[src/rtl/ifid_stall_stage.sv]
// IF/ID pipeline register with load-use stall and branch flush handling.
// Also tracks stall run length, a sticky runaway-stall flag and perf counters.
module ifid_stall_stage #(
  parameter int PC_W      = 32,
  parameter int INSTR_W   = 32,
  parameter int CNT_W     = 16,
  parameter int MAX_STALL = 4
) (
  input  logic               clk,
  input  logic               reset,
  input  logic               stall,
  input  logic               flush,
  input  logic               if_valid,
  input  logic [PC_W-1:0]    if_pc,
  input  logic [INSTR_W-1:0] if_instr,
  output logic               pc_write,
  output logic               id_valid,
  output logic [PC_W-1:0]    id_pc,
  output logic [INSTR_W-1:0] id_instr,
  output logic [4:0]         id_rs,
  output logic [4:0]         id_rt,
  output logic               ex_bubble,
  output logic               holding,
  output logic               stall_timeout,
  output logic [CNT_W-1:0]   stall_count,
  output logic [CNT_W-1:0]   bubble_count
);

  localparam int RL_W =
    (MAX_STALL < 1) ? 1 : $clog2(MAX_STALL + 1);
  localparam logic [RL_W-1:0] RL_MAX =
    RL_W'(MAX_STALL);

  typedef enum logic {
    RUN  = 1'b0,
    HOLD = 1'b1
  } state_e;

  state_e               state_q, state_d;
  logic [RL_W-1:0]      rl_q, rl_d;
  logic                 valid_q, valid_d;
  logic [PC_W-1:0]      pc_q, pc_d;
  logic [INSTR_W-1:0]   instr_q, instr_d;
  logic                 tmo_q, tmo_d;
  logic [CNT_W-1:0]     scnt_q, scnt_d;
  logic [CNT_W-1:0]     bcnt_q, bcnt_d;

  always_ff @(posedge clk or posedge reset) begin
    if (reset) begin
      state_q <= RUN;
      rl_q    <= '0;
      valid_q <= 1'b0;
      pc_q    <= '0;
      instr_q <= '0;
      tmo_q   <= 1'b0;
      scnt_q  <= '0;
      bcnt_q  <= '0;
    end else begin
      state_q <= state_d;
      rl_q    <= rl_d;
      valid_q <= valid_d;
      pc_q    <= pc_d;
      instr_q <= instr_d;
      tmo_q   <= tmo_d;
      scnt_q  <= scnt_d;
      bcnt_q  <= bcnt_d;
    end
  end

  always_comb begin
    state_d = state_q;
    rl_d    = rl_q;
    valid_d = valid_q;
    pc_d    = pc_q;
    instr_d = instr_q;
    tmo_d   = tmo_q;
    scnt_d  = scnt_q;
    bcnt_d  = bcnt_q;

    if (stall || flush) begin
      bcnt_d = bcnt_q + CNT_W'(1);
    end

    // Flush outranks stall: a squashed slot never holds.
    if (flush) begin
      valid_d = 1'b0;
      pc_d    = '0;
      instr_d = '0;
      state_d = RUN;
      rl_d    = '0;
    end else if (stall) begin
      state_d = HOLD;
      scnt_d  = scnt_q + CNT_W'(1);
      if (state_q == HOLD && rl_q != RL_MAX) begin
        rl_d = rl_q + RL_W'(1);
      end
      if (rl_d == RL_MAX) begin
        tmo_d = 1'b1;
      end
    end else begin
      valid_d = if_valid;
      pc_d    = if_pc;
      instr_d = if_valid ? if_instr : '0;
      state_d = RUN;
      rl_d    = '0;
    end
  end

  assign pc_write      = ~reset & (flush | ~stall);
  assign ex_bubble     = reset | stall | flush;
  assign id_valid      = valid_q;
  assign id_pc         = pc_q;
  assign id_instr      = instr_q;
  assign id_rs         = instr_q[25:21];
  assign id_rt         = instr_q[20:16];
  assign holding       = (state_q == HOLD);
  assign stall_timeout = tmo_q;
  assign stall_count   = scnt_q;
  assign bubble_count  = bcnt_q;

endmodule

[config.mk]
export PLATFORM = sky130hd
export DESIGN_NAME = ifid_stall_stage
export DESIGN_NICKNAME = d
export VERILOG_FILES = /design/src/rtl/ifid_stall_stage.sv
export SDC_FILE = /design/constraint.sdc
export NUM_CORES = 1
export LEC_CHECK = 0
export BUFFER_PORTS_ARGS = -buffer_cell sky130_fd_sc_hd__buf_2
export CELL_PAD_IN_SITES_DETAIL_PLACEMENT = 0
export CELL_PAD_IN_SITES_GLOBAL_PLACEMENT = 1
export CORE_MARGIN = 4
export CORE_UTILIZATION = 39
export DETAILED_ROUTE_END_ITERATION = 16
export PLACE_DENSITY = 0.95
export SLEW_MARGIN = 20
export SYNTH_ARGS = -nofsm -noshare
export SYNTH_HDL_FRONTEND = slang
export SYNTH_SLANG_ARGS = --single-unit
[constraint.sdc]
create_clock -name clk -period 5.7 [get_ports clk]
set_clock_uncertainty 0.05 [all_clocks]
set_input_delay 1.14 -clock clk [delete_from_list [all_inputs] [get_ports clk]]
set_output_delay 1.14 -clock clk [all_outputs]
set_load 0.005 [all_outputs]
==> results.sh, run 1 <==
export IMPL_slew_violations=0
export IMPL_startpoint_type="input pin"
export IMPL_layout_commonest_cell="buf_2"
export IMPL_powerDensity_nw_per_um2=298
export IMPL_cp_slowest_stage_delay_ns=0.48
export IMPL_drcViolationCount=0
export IMPL_cts_root_buf="clkbuf_8"
export IMPL_hold_viol=0
export IMPL_min_period_over_period_pct=65.6
export IMPL_avgViaCountPerCell=4.74
export IMPL_path_class="input pin to output port"
export IMPL_p_total_w=0.00157
export IMPL_status="completed"
export IMPL_layoutNonFillerInstCount=642
export IMPL_numClockSinks=102
export IMPL_portBuffers=179
export IMPL_synth_warnings=0
export IMPL_ys_seq_elements=102
export IMPL_fin_crit_ns=3.74
export IMPL_cts_tree="done"
export IMPL_finalSetupTns_ns=0
export IMPL_end_kind="output port"
export IMPL_max_slew_worst_pin_slew_ns=0.756
export IMPL_gp_congestion=0.772
export IMPL_seq_power_share_pct=54.9
export IMPL_syn_area_um2=4170
export IMPL_grt_max_degree=64
export IMPL_crit_family="buffers and inverters"
export IMPL_finalNetCount=574
export IMPL_worstPathMaxFanout=39
export IMPL_dp_cells=626
export IMPL_switching_share_pct=28.4
export IMPL_yosysSeqAreaShare_pct=61.3
export IMPL_ys_types=34
export IMPL_ios=180
export IMPL_timing_hold_ws_ns=0.426
export IMPL_vdd_drop_max_uv=139
export IMPL_clk_latency_ns=0.35
export IMPL_cap_violations=0
export IMPL_antenna_found_initial=0
export IMPL_first_pass_iters=4
export IMPL_worstPathArrival_ns=2.55
export IMPL_grt_pass1_vias=3127
export IMPL_start_util_pct=40.2
export IMPL_holdBufCountCts=0
export IMPL_die_w_um=111
export IMPL_syn_to_final_growth_pct=26.9
export IMPL_postRouteAntennaNets=0
export IMPL_synth_nets=408
export IMPL_finalSetupViolCount=0
export IMPL_numCtsBuffers=9
export IMPL_vias=3043
export IMPL_fmax_mhz=268
export IMPL_diodes=0
export IMPL_fillers=962
export IMPL_mostFrequentLayoutCells="buf_2 (179), dfrtp_1 (102), nor2_1 (45), a22o_1 (32), mux2i_1 (32)"
export IMPL_die_h_um=111
export IMPL_synthCells=335
export IMPL_combinationalPowerShare_pct=16.5
export IMPL_placementRows=37
export IMPL_p_sw_w=0.000447
export IMPL_drt_wl_total_mm=9.47
export IMPL_wl_per_cell_um=14.8
export IMPL_p_int_w=0.00113
export IMPL_cts_setup_buffers=0
export IMPL_fin_util_pct=51.0
export IMPL_htreeDepth=3
export IMPL_crit_buf_inv=5
export IMPL_clk_pin_slew_ns=0.09
export IMPL_relSlewSlack_pct=49.6
export IMPL_grt_overflow_total=0
export IMPL_core_area_um2=10400
export IMPL_p_leak_nw=2.98
export IMPL_path_cells="buf_2 -> buf_4 -> nand2b_4 -> inv_1 -> buf_4 -> nor2_1 -> buf_2"
export IMPL_detailed_place_hpwl_mm=7.09
export IMPL_clockBufferDepth=2
export IMPL_worst_path_max_delay_cell="buf_4"
export IMPL_grt_total_usage_pct=15.2
export IMPL_rsz0062_at_grt="no"
export IMPL_synth_area_per_cell_um2=12.4
export IMPL_dieArea_um2=12400
export IMPL_required_ns=4.51
export IMPL_hp_class="flop to flop"
export IMPL_drt_iter0_drc=124
export IMPL_drive_gt1_share_pct=40.3
export IMPL_cts_resized=0
export IMPL_grt_pass1_wl_mm=15.6
export IMPL_pwr_share_clk_pct=28.6
[power groups by stage]
stage	clock network [W]	registers, W	logic [W]
6_report	0.000450	0.000865	0.000260
5_1_grt	0.000501	0.000878	0.000294
4_1_cts	0.000464	0.000864	0.000266
3_5_place_dp	0	0.000877	0.000267
3_3_place_gp	0	0.000875	0.000259
2_1_floorplan	0	0.000873	0.000135
[final cells by class]
type | instances | area (µm²) | share of cell area (%)
Inverter | 9 | 36.3 | 0.686
Multi-Input combinational cell | 197 | 1410 | 26.7
Clock buffer | 10 | 128 | 2.41
Sequential cell | 102 | 2550 | 48.3
Timing Repair Buffer | 182 | 918 | 17.4
Clock inverter | 6 | 68.8 | 1.30
Tap cell | 136 | 170 | 3.22
[layer usage]
metal,GRT usage (%),vias to the layer above,wire length [µm]
met1,19.3,1466,4060
li1,-,1469,-
met4,3.89,0,82
met2,25.0,101,4600
met5,0,-,0
met3,5.05,7,723
[path summary, 6_finish.rpt]
path / startpoint / cells after the start / slack (ns) / endpoint
min in group asynchronous: reset / 2 / 0.77 / stall_count[0]
worst min register to register: stall_timeout / 1 / 0.43 / stall_timeout
worst min-delay path: stall_timeout / 1 / 0.43 / stall_timeout
max in group asynchronous: reset / 3 / 3.66 / id_pc[2]
worst max register to register: stall_count[0] / 5 / 3.94 / stall_count[12]
worst max-delay path: stall / 7 / 1.96 / pc_write
[through the flow]
stage	setup WS, ns	cell area (µm²)
after floorplan	1.06	4170
after global placement	2.01	5090
after detailed placement	1.96	5090
after CTS	1.96	5290
after global routing	1.81	5290
final	1.96	5290
[registers in the layout (all words and copies together) (netlist names)]
register,flops
id_valid,1
id_instr,32
id_pc,32
stall_count,16
rl_q,3
bubble_count,16
holding,1
stall_timeout,1
[Yosys cell counts]
cell         n  share of area, %
buf_2       11               1.3
nand4_1      9               1.4
or3_4        1              0.27
mux2_2       1              0.27
and4_1       1              0.21
nor3_2       1              0.24
mux2i_1     32               7.7
dfrtp_1    102                61
clkbuf_1     4              0.36
inv_1        9              0.81
nand3_1      7              0.84
and3_1       2              0.30
and2_1       1              0.15
xor2_1      10               2.1
or2_2        1              0.15
nor3_1       4              0.48
nand2b_4     1              0.33
a22o_1      32               6.7
o21ai_0      1              0.12
ha_1         4               1.2
and4b_1      1              0.24
o2111ai_1    1              0.21
o31ai_1      1              0.18
a21boi_0     1              0.18
nand2_1     12               1.1
buf_4       10               1.8
a21o_1       2              0.36
nand3b_1     1              0.18
xnor2_1     21               4.4
buf_6        2              0.54
a21oi_1      2              0.24
nor2_1      45               4.1
nor4_1       1              0.15
o211ai_1     1              0.18
[kinds of logic (layout without fill, tap and decap cells)]
family | Yosys count | count (layout) | share of synthesized area (%)
fa+ha+maj | 4 | 4 | 1.20
mux | 33 | 33 | 7.96
flops | 102 | 102 | 61.3
buf+inv | 36 | 207 | 4.83
xor+xnor | 31 | 31 | 6.52
compound gates | 41 | 41 | 8.20
simple gates | 88 | 88 | 10.0
[worst reg2reg max path, cell delays in order, from the launching register on]
cell and delay (ns):
dfrtp_1 0.43, ha_1 0.25, inv_1 0.06, nor4_1 0.51, nand3_1 0.18, xnor2_1 0.17
Note: power is estimated with default switching activity, not from simulation.
==> run 2: changes to the inputs <==
--- a/config.mk
+++ b/config.mk
@@ -9,9 +9,9 @@
 export CELL_PAD_IN_SITES_DETAIL_PLACEMENT = 0
 export CELL_PAD_IN_SITES_GLOBAL_PLACEMENT = 1
 export CORE_MARGIN = 4
-export CORE_UTILIZATION = 39
+export CORE_UTILIZATION = 33
 export DETAILED_ROUTE_END_ITERATION = 16
-export PLACE_DENSITY = 0.95
+export PLACE_DENSITY = 0.88
 export SLEW_MARGIN = 20
 export SYNTH_ARGS = -nofsm -noshare
 export SYNTH_HDL_FRONTEND = slang
==> constraint.sdc (replaced) <==
create_clock -name clk -period 3.4 [get_ports clk]
set_clock_uncertainty 0.05 [all_clocks]
set_input_delay 0.68 -clock clk [delete_from_list [all_inputs] [get_ports clk]]
set_output_delay 0.68 -clock clk [all_outputs]
set_load 0.005 [all_outputs]
==> run 2 against run 1 <==
Effect of this change:
- sequential share of layout area down 1.5 points
- non-clock buffer count up 2
- routed wire length up 6.1%
- worst setup slack worse by 1.1 ns
- largest cell class unchanged
==> results.sh, run 2 (synthesized netlist as in run 1, its figures left out) <==
export IMPL_hp_class="flop to flop"
export IMPL_mostFrequentLayoutCells="buf_2 (179), dfrtp_1 (102), nor2_1 (45), a22o_1 (32), mux2i_1 (32)"
export IMPL_grt_pass1_wl_mm=16.2
export IMPL_grt_pass1_vias=3236
export IMPL_cts_resized=0
export IMPL_vdd_drop_max_uv=283
export IMPL_path_cells="buf_2 -> nand2b_4 -> inv_1 -> nor2_1 -> buf_2"
export IMPL_ios=180
export IMPL_finalNetCount=576
export IMPL_drt_iter0_drc=149
export IMPL_finalSetupViolCount=0
export IMPL_postRouteAntennaNets=0
export IMPL_first_pass_iters=5
export IMPL_die_w_um=120
export IMPL_worstPathMaxFanout=37
export IMPL_detailed_place_hpwl_mm=7.35
export IMPL_path_common_cell="buf_2"
export IMPL_portBuffers=179
export IMPL_worstPathArrival_ns=1.79
export IMPL_dieArea_um2=14500
export IMPL_status="completed"
export IMPL_htreeDepth=3
export IMPL_clockBufferDepth=2
export IMPL_syn_to_final_growth_pct=30.9
export IMPL_slew_violations=0
export IMPL_fmax_mhz=397
export IMPL_crit_buf_inv=3
export IMPL_antenna_found_initial=0
export IMPL_cts_root_buf="clkbuf_16"
export IMPL_crit_family="buffers and inverters"
export IMPL_hold_viol=0
export IMPL_holdBufCountCts=0
export IMPL_drive_gt1_share_pct=40.4
export IMPL_drt_wl_total_mm=10.1
export IMPL_p_total_w=0.00294
export IMPL_grt_total_usage_pct=13.8
export IMPL_die_h_um=120
export IMPL_relSlewSlack_pct=45.2
export IMPL_required_ns=2.67
export IMPL_clk_latency_ns=0.34
export IMPL_numCtsBuffers=9
export IMPL_min_period_over_period_pct=74.1
export IMPL_grt_overflow_total=0
export IMPL_start_util_pct=34.3
export IMPL_path_class="input pin to output port"
export IMPL_layout_commonest_cell="buf_2"
export IMPL_fin_crit_ns=2.52
export IMPL_core_area_um2=12200
export IMPL_avgViaCountPerCell=4.64
export IMPL_grt_max_degree=68
export IMPL_end_kind="output port"
export IMPL_gp_congestion=0.755
export IMPL_cap_violations=0
export IMPL_startpoint_type="input pin"
export IMPL_rsz0062_at_grt="no"
export IMPL_fillers=1161
export IMPL_powerDensity_nw_per_um2=540
export IMPL_p_leak_nw=3.04
export IMPL_cts_tree="done"
export IMPL_wl_per_cell_um=14.9
export IMPL_cts_setup_buffers=0
export IMPL_max_slew_worst_pin_slew_ns=0.822
export IMPL_diodes=0
export IMPL_finalSetupTns_ns=0
export IMPL_placementRows=40
export IMPL_clk_pin_slew_ns=0.07
export IMPL_worst_path_max_delay_cell="buf_2"
export IMPL_cp_slowest_stage_delay_ns=0.50
export IMPL_drcViolationCount=0
export IMPL_numClockSinks=102
export IMPL_vias=3139
==> run 2: cell count changes in the layout (fill, tap and decap cells not counted) <==
cell,change
inv_6,-1
clkbuf_16,+9
inv_4,-1
and2_2,-1
and2_1,+1
clkbuf_8,-7
buf_4,+2
==> run 2: final cells by class <==
| class | count | area (µm²) | area share [%] |
|---|---|---|---|
| repair buffers | 184 | 933 | 17.1 |
| inverters | 9 | 37.5 | 0.688 |
| clock buffers | 12 | 256 | 4.70 |
| multi-input cells | 197 | 1410 | 25.9 |
| flip-flops and latches | 102 | 2550 | 46.8 |
| clock inverters | 4 | 52.6 | 0.963 |
| well taps | 168 | 210 | 3.85 |
==> run 2: final timing paths <==
path | from | end | slack (ns) | depth (start not counted)
max | flush | pc_write | 0.88 | 5
min | stall_count[15] | stall_count[15] | 0.42 | 1
min reg2reg | stall_count[15] | stall_count[15] | 0.42 | 1
max in group asynchronous | reset | id_instr[13] | 2.13 | 3
min in group asynchronous | reset | bubble_count[2] | 0.47 | 3
max reg2reg | stall_count[0] | stall_count[12] | 1.66 | 5
==> run 2: where the power goes <==
part	internal, W	switching, W
sequential	0.00133	0.000132
combinational	0.000220	0.000213
clock	0.000614	0.000439
total	0.00216	0.000784
==> run 2: stage by stage <==
step / worst slack (ns) / std cells / area, µm² / hold slack (ns) / utilization (%)
floorplan: 0.327 / 335 / 4170 / 0.401 / -
global placement: 0.861 / 660 / 5150 / 0.407 / 42.3
detailed placement: 0.852 / 660 / 5150 / 0.409 / 42.3
CTS: 0.853 / 676 / 5460 / 0.423 / 44.9
global route: 0.774 / 676 / 5460 / 0.442 / 44.9
finish: 0.880 / 676 / 5460 / 0.422 / 44.9
==> run 2: worst register-to-register path: cells and delay by family, from the launching register on <==
family	cells	cell delay, ns
flops	1	0.42
xor+xnor	1	0.16
simple gates	2	0.70
buf+inv	1	0.07
fa+ha+maj	1	0.25
==> run 2: per-layer routing <==
metal | up-vias | global-route usage [%] | share of wire (%)
met1 | 1553 | 17.7 | 43
met5 | - | 0 | 0
met2 | 98 | 22.9 | 49
li1 | 1475 | - | -
met3 | 13 | 2.57 | 5.8
met4 | 0 | 5.74 | 2.1
==> run 3: changes to the inputs <==
--- a/config.mk
+++ b/config.mk
@@ -9,9 +9,9 @@
 export CELL_PAD_IN_SITES_DETAIL_PLACEMENT = 0
 export CELL_PAD_IN_SITES_GLOBAL_PLACEMENT = 1
 export CORE_MARGIN = 4
-export CORE_UTILIZATION = 33
+export CORE_UTILIZATION = 36
 export DETAILED_ROUTE_END_ITERATION = 16
-export PLACE_DENSITY = 0.88
+export PLACE_DENSITY = 0.9
 export SLEW_MARGIN = 20
 export SYNTH_ARGS = -nofsm -noshare
 export SYNTH_HDL_FRONTEND = slang
==> constraint.sdc (replaced) <==
create_clock -name clk -period 2.59 [get_ports clk]
set_clock_uncertainty 0.05 [all_clocks]
set_input_delay 0.518 -clock clk [delete_from_list [all_inputs] [get_ports clk]]
set_output_delay 0.518 -clock clk [all_outputs]
set_load 0.005 [all_outputs]
==> run 3 against run 2 <==
Effect of this change:
- critical path depth is the same
- register-to-register slack lost 0.80 ns
- power grew 33%
- first-iteration DRC count grew 15%
- clock-buffer cell count shrank 1
- die area shrank 7.8%
- cell count shrank 3.8%
- sequential power grew 30%
- critical endpoint unchanged
- hold slack lost 0.12 ns
- utilization grew 3.0 points
- largest cell class unchanged
- clock power grew 38%
==> results.sh, run 3 (synthesized netlist as in run 1, its figures left out) <==
export IMPL_clk_latency_ns=0.34
export IMPL_gp_congestion=0.746
export IMPL_postRouteAntennaNets=0
export IMPL_grt_max_degree=103
export IMPL_r2r_setup_slack_ns=0.86
export IMPL_drcViolationCount=0
export IMPL_relSlewSlack_pct=60.0
export IMPL_finalSetupViolCount=0
export IMPL_ios=180
export IMPL_startpoint_type="input pin"
export IMPL_slew_violations=0
export IMPL_worstPathMaxFanout=16
export IMPL_layoutNonFillerInstCount=650
export IMPL_numClockSinks=102
export IMPL_grt_pass1_wl_mm=15.2
export IMPL_path_common_cell="buf_2"
export IMPL_status="completed"
export IMPL_powerDensity_nw_per_um2=719
export IMPL_htreeDepth=3
export IMPL_antenna_found_initial=0
export IMPL_cts_tree="done"
export IMPL_drt_iter0_drc=171
export IMPL_start_util_pct=36.6
export IMPL_cap_violations=0
export IMPL_worst_path_max_delay_cell="buf_2"
export IMPL_grt_overflow_total=0
export IMPL_worstPathArrival_ns=1.39
export IMPL_path_class="input pin to output port"
export IMPL_die_w_um=116
export IMPL_rsz0062_at_grt="no"
export IMPL_r2r_cells=5
export IMPL_drt_wl_total_mm=9.40
export IMPL_cts_setup_buffers=0
export IMPL_finalNetCount=575
export IMPL_hp_class="input pin to asynchronous set/reset pin"
export IMPL_required_ns=2.02
export IMPL_vias=3031
export IMPL_portBuffers=179
export IMPL_clk_pin_slew_ns=0.06
export IMPL_syn_to_final_growth_pct=30.7
export IMPL_fin_crit_ns=1.95
export IMPL_mostFrequentLayoutCells="buf_2 (179), dfrtp_1 (102), nor2_1 (45), a22o_1 (32), mux2i_1 (32)"
export IMPL_min_period_over_period_pct=75.4
export IMPL_grt_pass1_vias=3123
export IMPL_design_area_um2=5450
export IMPL_path_cells="buf_2 -> nand2b_4 -> inv_1 -> nor2_1 -> buf_2"
export IMPL_placementRows=39
export IMPL_avgViaCountPerCell=4.66
export IMPL_p_leak_nw=3.05
export IMPL_numCtsBuffers=9
export IMPL_hold_viol=0
export IMPL_place_area_um2=5120
export IMPL_layout_commonest_cell="buf_2"
export IMPL_finalSetupTns_ns=0
export IMPL_dieArea_um2=13400
export IMPL_max_slew_worst_pin_slew_ns=0.599
export IMPL_cp_slowest_stage_delay_ns=0.28
export IMPL_detailed_place_hpwl_mm=6.80
export IMPL_die_h_um=116
export IMPL_core_area_um2=11400
export IMPL_clockBufferDepth=2
export IMPL_wl_per_cell_um=14.5
export IMPL_holdBufCountCts=0
export IMPL_p_total_w=0.00392
export IMPL_grt_total_usage_pct=14.3
export IMPL_cts_resized=0
export IMPL_r2r_end="stall_count[10]"
export IMPL_dp_cells=634
export IMPL_regToRegStartpoint="stall_count[0]"
export IMPL_first_pass_iters=4
export IMPL_fmax_mhz=512
export IMPL_end_kind="output port"
export IMPL_drive_gt1_share_pct=40.5
export IMPL_cts_root_buf="clkbuf_16"
export IMPL_vdd_drop_max_uv=381
run 3: final cells by class:
cell class | instances | area (µm²)
diodes | 1 | 2.50
flip-flops and latches | 102 | 2550
multi-input cells | 197 | 1410
repair buffers | 183 | 938
clock buffers | 11 | 253
fillers | 1054 | 5920
well taps | 143 | 179
inverters | 9 | 37.5
clock inverters | 4 | 70.1
run 3: worst max path at each step:
stage / startpoint / cells past startpoint / to
floorplan: reset / 2 / ex_bubble
global placement: flush / 4 / id_instr[18]
detailed placement: flush / 4 / id_instr[26]
CTS: flush / 4 / id_instr[29]
global route: flush / 5 / pc_write
finish: flush / 5 / pc_write
run 3: through the flow:
| stage | utilization, % | hold WS, ns | worst slack [ns] |
|---|---|---|---|
| 6_report | 47.9 | 0.303 | 0.636 |
| 5_1_grt | 47.9 | 0.338 | 0.527 |
| 4_1_cts | 47.9 | 0.327 | 0.534 |
| 3_5_place_dp | 45.0 | 0.406 | 0.178 |
| 3_3_place_gp | 45.0 | 0.404 | 0.285 |
| 2_1_floorplan | - | 0.401 | -0.159 |
run 3: per-layer routing:
metal	part of all wire, %	wire (µm)	track usage [%]	vias up
met5	0	0	0	-
met1	43	4000	18.9	1446
li1	-	-	-	1471
met4	1.6	155	6.03	0
met3	8.0	749	3.55	13
met2	48	4500	22.6	101
run 3: worst max-delay path: cells and delay by family:
kind                   cells  cell delay (ns)
buffers and inverters      3             0.50
and+or+nand+nor            2             0.36
run 3: power by group:
part / total, W / switching (W) / internal (W)
registers: 0.00190 / 0.000162 / 0.00174
logic: 0.000568 / 0.000279 / 0.000289
clock network: 0.00145 / 0.000556 / 0.000891
total: 0.00392 / 0.000997 / 0.00292
